--- config.mk ---
export PLATFORM = sky130hd
export DESIGN_NAME = fft_r22sdf_twiddle_mult
export DESIGN_NICKNAME = d
export VERILOG_FILES = /design/src/rtl/fft_r22sdf_twiddle_mult.sv
export SDC_FILE = /design/constraint.sdc
export NUM_CORES = 2
export LEC_CHECK = 0
export ABC_CLOCK_PERIOD_IN_PS = 5800
export BUFFER_PORTS_ARGS = -buffer_cell sky130_fd_sc_hd__buf_2
export CAP_MARGIN = 0
export CORE_ASPECT_RATIO = 1.2
export CORE_MARGIN = 1
export CORE_UTILIZATION = 45
export DETAILED_ROUTE_END_ITERATION = 10
export SKIP_CTS_REPAIR_TIMING = 1
export SYNTH_ARGS = -nofsm -noshare
export SYNTH_HDL_FRONTEND = slang
export SYNTH_SLANG_ARGS = --single-unit
--- constraint.sdc ---
create_clock -name clk_i -period 5.8 [get_ports clk_i]
set_clock_uncertainty 0.05 [all_clocks]
set_input_delay 1.16 -clock clk_i [delete_from_list [all_inputs] [get_ports clk_i]]
set_output_delay 1.16 -clock clk_i [all_outputs]
set_load 0.1 [all_outputs]
--- src/rtl/fft_r22sdf_twiddle_mult.sv ---
// fft_r22sdf_twiddle_mult: R2^2SDF twiddle stage, x * W_N^e with a 4-cycle pipeline and saturation.
// Define FFT_TWIDDLE_ROUND_EN for round-half-up scaling; default is floor truncation.
module fft_r22sdf_twiddle_mult #(
   parameter int N          = 64,
   parameter int DATA_WIDTH = 25,
   parameter int TW_WIDTH   = 16
) (
   input  logic                         clk_i,
   input  logic                         rst_n,
   input  logic                         valid_i,
   input  logic signed [DATA_WIDTH-1:0] x_re_i,
   input  logic signed [DATA_WIDTH-1:0] x_im_i,
   output logic                         valid_o,
   output logic signed [DATA_WIDTH-1:0] z_re_o,
   output logic signed [DATA_WIDTH-1:0] z_im_o,
   output logic                         start_o
);
   localparam int L  = $clog2(N);
   localparam int PW = DATA_WIDTH + TW_WIDTH;
   localparam int W  = PW + 1;
   localparam int SH = TW_WIDTH - 2;
`ifdef FFT_TWIDDLE_ROUND_EN
   localparam logic signed [W-1:0] RND = W'(2 ** (TW_WIDTH - 3));
`else
   localparam logic signed [W-1:0] RND = '0;
`endif

   logic signed [TW_WIDTH-1:0] cos_tab [N];
   logic signed [TW_WIDTH-1:0] sin_tab [N];

   // Twiddle table built at elaboration, rounded to nearest integer
   for (genvar g = 0; g < N; g++) begin : g_rom
      localparam real ang = 6.283185307179586 * g / N;
      localparam real cr  = (2.0 ** SH) * $cos(ang);
      localparam real sr  = (2.0 ** SH) * $sin(ang);
      localparam int  ci  = cr >= 0.0 ? $rtoi(cr + 0.5) : -$rtoi(0.5 - cr);
      localparam int  si  = sr >= 0.0 ? $rtoi(sr + 0.5) : -$rtoi(0.5 - sr);
      assign cos_tab[g] = TW_WIDTH'(ci);
      assign sin_tab[g] = TW_WIDTH'(si);
   end

   logic [L-1:0] n, e;
   logic v1, v2, v3, st1, st2, st3;
   logic signed [DATA_WIDTH-1:0] xr1, xi1;
   logic signed [TW_WIDTH-1:0] c1, s1;
   logic signed [PW-1:0] prc, pis, pic, prs;
   logic signed [W-1:0] re3, im3, re_sh, im_sh;

   // e = n2 * bitrev(n1); never exceeds N-1
   assign e     = L'(n[L-3:0]) * L'({n[L-2], n[L-1]});
   assign re_sh = re3 >>> SH;
   assign im_sh = im3 >>> SH;

   function automatic logic signed [DATA_WIDTH-1:0] sat(input logic signed [W-1:0] v);
      return (&v[W-1:DATA_WIDTH-1] || ~|v[W-1:DATA_WIDTH-1]) ? v[DATA_WIDTH-1:0]
             : {v[W-1], {(DATA_WIDTH-1){~v[W-1]}}};
   endfunction

   always_ff @(posedge clk_i) begin
      if (!rst_n) begin
         n       <= '0;
         {v1, v2, v3, st1, st2, st3} <= '0;
         valid_o <= 1'b0;
         start_o <= 1'b0;
         z_re_o  <= '0;
         z_im_o  <= '0;
      end else begin
         n       <= n + L'(valid_i);
         v1      <= valid_i;
         st1     <= valid_i && n == '0;
         v2      <= v1;
         st2     <= st1;
         v3      <= v2;
         st3     <= st2;
         valid_o <= v3;
         start_o <= st3;
         z_re_o  <= sat(re_sh);
         z_im_o  <= sat(im_sh);
      end
   end

   always_ff @(posedge clk_i) begin
      xr1 <= x_re_i;
      xi1 <= x_im_i;
      c1  <= cos_tab[e];
      s1  <= sin_tab[e];
      prc <= PW'(xr1) * PW'(c1);
      pis <= PW'(xi1) * PW'(s1);
      pic <= PW'(xi1) * PW'(c1);
      prs <= PW'(xr1) * PW'(s1);
      re3 <= W'(prc) + W'(pis) + RND;
      im3 <= W'(pic) - W'(prs) + RND;
   end
endmodule

==> results.ini <==
[global_routing]
overflow = 0
antenna_found_initial = 7
grtUsageTotal_pct = 25.9
grt_max_degree = 64
grt_pass1_vias = 57942
grt_pass1_wl_mm = 317

[placed_design]
port_buffers = 104
hpwl_mm = 164
gp_congestion = 0.911

[sta]
period_share_pct = 113
min_period_ns = 6.56
tightest_slew_ns = 1.28
holdWs_ns = 0.385
max_freq_mhz = 152
maxSlewViolCount = 0
postLayoutSetupSlackWorst_ns = -0.760
rsz0062_at_grt = yes
finalHoldViolations = 0
setup_viol = 85
relSlewSlack_pct = 13.9

[floorplan]
fp.coreArea_mm2 = 0.155
io_pins = 105
rows = 158
die_w_um = 363
chipHeight_um = 436
start_util_pct = 45.5
die_area_mm2 = 0.158

[setup_path]
r2r-start = s1[6]
critPathLaunch = s1[6]
critical-path-top-delay-family = adder cells
cp_slowest_cell = fa_2
start_kind = flop
critPathMaxFanout = 5
path_cells = buf_12 -> clkbuf_16 -> and2_4 -> fa_1 -> inv_2 -> fa_2 -> fa_2 -> inv_2 -> fa_1 -> fa_1 -> inv_2 -> fa_1 -> inv_2 -> ha_4 -> nand4_1 -> a211o_1 -> a21oi_2 -> o21ai_2 -> a21oi_2 -> o21ai_2 -> or4_4 -> a211o_1 -> and3_4 -> a311oi_2
crit_path_end_kind = flop
cp.required_ns = 6.33
max_stage_delay_ns = 0.58
path_class = flop to flop
cp.buffers_inverters = 6
crit_arrival_ns = 7.09

[job]
max_cap_violations = 0

[drt]
wl_per_cell_um = 19.2
drtAntennaViolNets = 0
post-route-drc-count = 0
via_per_inst = 5.09
vias = 54420
drt-total-wl_mm = 206
drt_iter0_drc = 3149
firstDrtPassIters = 5

[synth]
yosysWarnings = 0
synth_top_family_by_area = adder cells
yosys.area.top_type = fa_1
synth_cells = 7825
syn_avg_cell_area_um2 = 9.01
synth_edf_count = 0
synthXorXnorAreaFrac_pct = 2.81
async_flop_share_pct = 0
syn-cell-area_mm2 = 0.0705
synth_compound_area_share_pct = 7.45
syn_nets = 9924
synth_ff_type = dfxtp_1
muxShareOfSynthArea_pct = 0.153
synth-seq-cells = 366
synth.area.top_cells = fa_1 44%, dfxtp_1 10%, inv_1 9.9%
synth-adder-area-share_pct = 52.8
synth.top_cells.by_count = 1863 x inv_1, 1553 x fa_1, 976 x nand2_1, 676 x and2_1, 493 x ha_1
yosys.cell_count.top_type = inv_1
yosys.cell_types.count = 80
ys_seq_area_share_pct = 10.4
yosysTopAreaCellShare_pct = 44.1
synth_simple_gate_area_share_pct = 14.4

[clocking]
clkSinkCount = 366
htree_levels = 2
clk_pin_slew_ns = 0.07
numCtsBuffers = 47
root_buffer = clkbuf_16
cts_tree = built
clk_latency_ns = 0.69
cts_buffer_depth = 3

[power]
finalPower_mw = 7.12
p_leak_nw = 43.2
power.density_mw_per_mm2 = 83.2
vdd_drop_max_v = 0.000237

[final_layout]
drive_above_1_share_pct = 18.7
area_growth_pct = 21.4
post-route-util_pct = 55.2
nets = 10673

[status]
violations = negative setup slack
status = finished with violations

[hold_path]
hold_start = v1
worstHoldPathType = flop to flop

[final timing paths]
path                                end  slack [ns]  cells past startpoint
worst max-delay path            prs[40]       -0.76                     24
worst min-delay path                 v2        0.39                      1
worst max register to register  prs[40]       -0.76                     24
worst min register to register       v2        0.39                      1
[routing by layer]
metal	up-vias	GRT usage, %	part of all wire [%]
li1	24686	-	-
met1	27740	31.9	38
met2	1544	44.4	49
met3	448	2.64	5.2
met4	2	13.8	7.6
met5	-	0	0.0053
[cells by family (layout without fill, tap and decap cells)]
| kind of cell | Yosys count | count (layout) |
|---|---|---|
| xor+xnor | 226 | 226 |
| mux | 7 | 7 |
| compound gates | 826 | 826 |
| fa+ha+maj | 2046 | 2046 |
| buf+inv | 2243 | 3031 |
| other cells | 0 | 3 |
| flops | 366 | 366 |
| simple gates | 2111 | 2111 |
[layout by cell type, fill, tap and decap left out, drive strengths merged, types with 29 or more instances in the layout]
master / count
a211oi: 32
nor2: 217
clkbuf: 74
fa: 1553
o21a: 37
nand3: 47
nor3: 39
inv: 1876
a21o: 96
dfxtp: 366
a21oi: 220
nand2b: 47
a31oi: 29
and2: 676
xnor2: 167
ha: 493
a21boi: 57
nand2: 976
xor2: 59
buf: 1060
o21ai: 203
[state kept, by name (all words and copies together), names as in the netlist, 6 cells and up]
register  count
z_re_o       25
z_im_o       25
c1           16
n             6
pis          41
prs          41
s1           16
re3          28
xi1          25
im3          28
xr1          25
prc          41
pic          41
[stage by stage]
stage / setup slack, ns / instances / setup TNS, ns / cell area (um^2)
3_5_place_dp: -1.05 / 10498 / -46.79 / 80300
2_1_floorplan: -0.175 / 7825 / -0.346 / 71200
6_report: -0.760 / 10696 / -30.51 / 85600
3_3_place_gp: -1.07 / 10498 / -43.33 / 80300
5_1_grt: -0.975 / 10694 / -47.22 / 85600
4_1_cts: -1.15 / 10586 / -53.22 / 82000
[area by class of cell]
type,instances,area (um^2)
antenna,3,7.51
clock buffer,55,1280
clock inverter,33,393
fill,14025,69400
inverter,1864,7000
multi-input combinational,5216,56800
sequential,366,7460
tap,2080,2600
timing repair buffer,1079,10000
[power by group]
part / leakage, nW / switching (mW) / total (mW) / internal (mW)
Clock: 0.791 / 1.44 / 3.28 / 1.84
Combinational: 39.4 / 0.742 / 1.16 / 0.419
Sequential: 3.05 / 0.0690 / 2.68 / 2.61
Power figures use the tool's default switching activity.
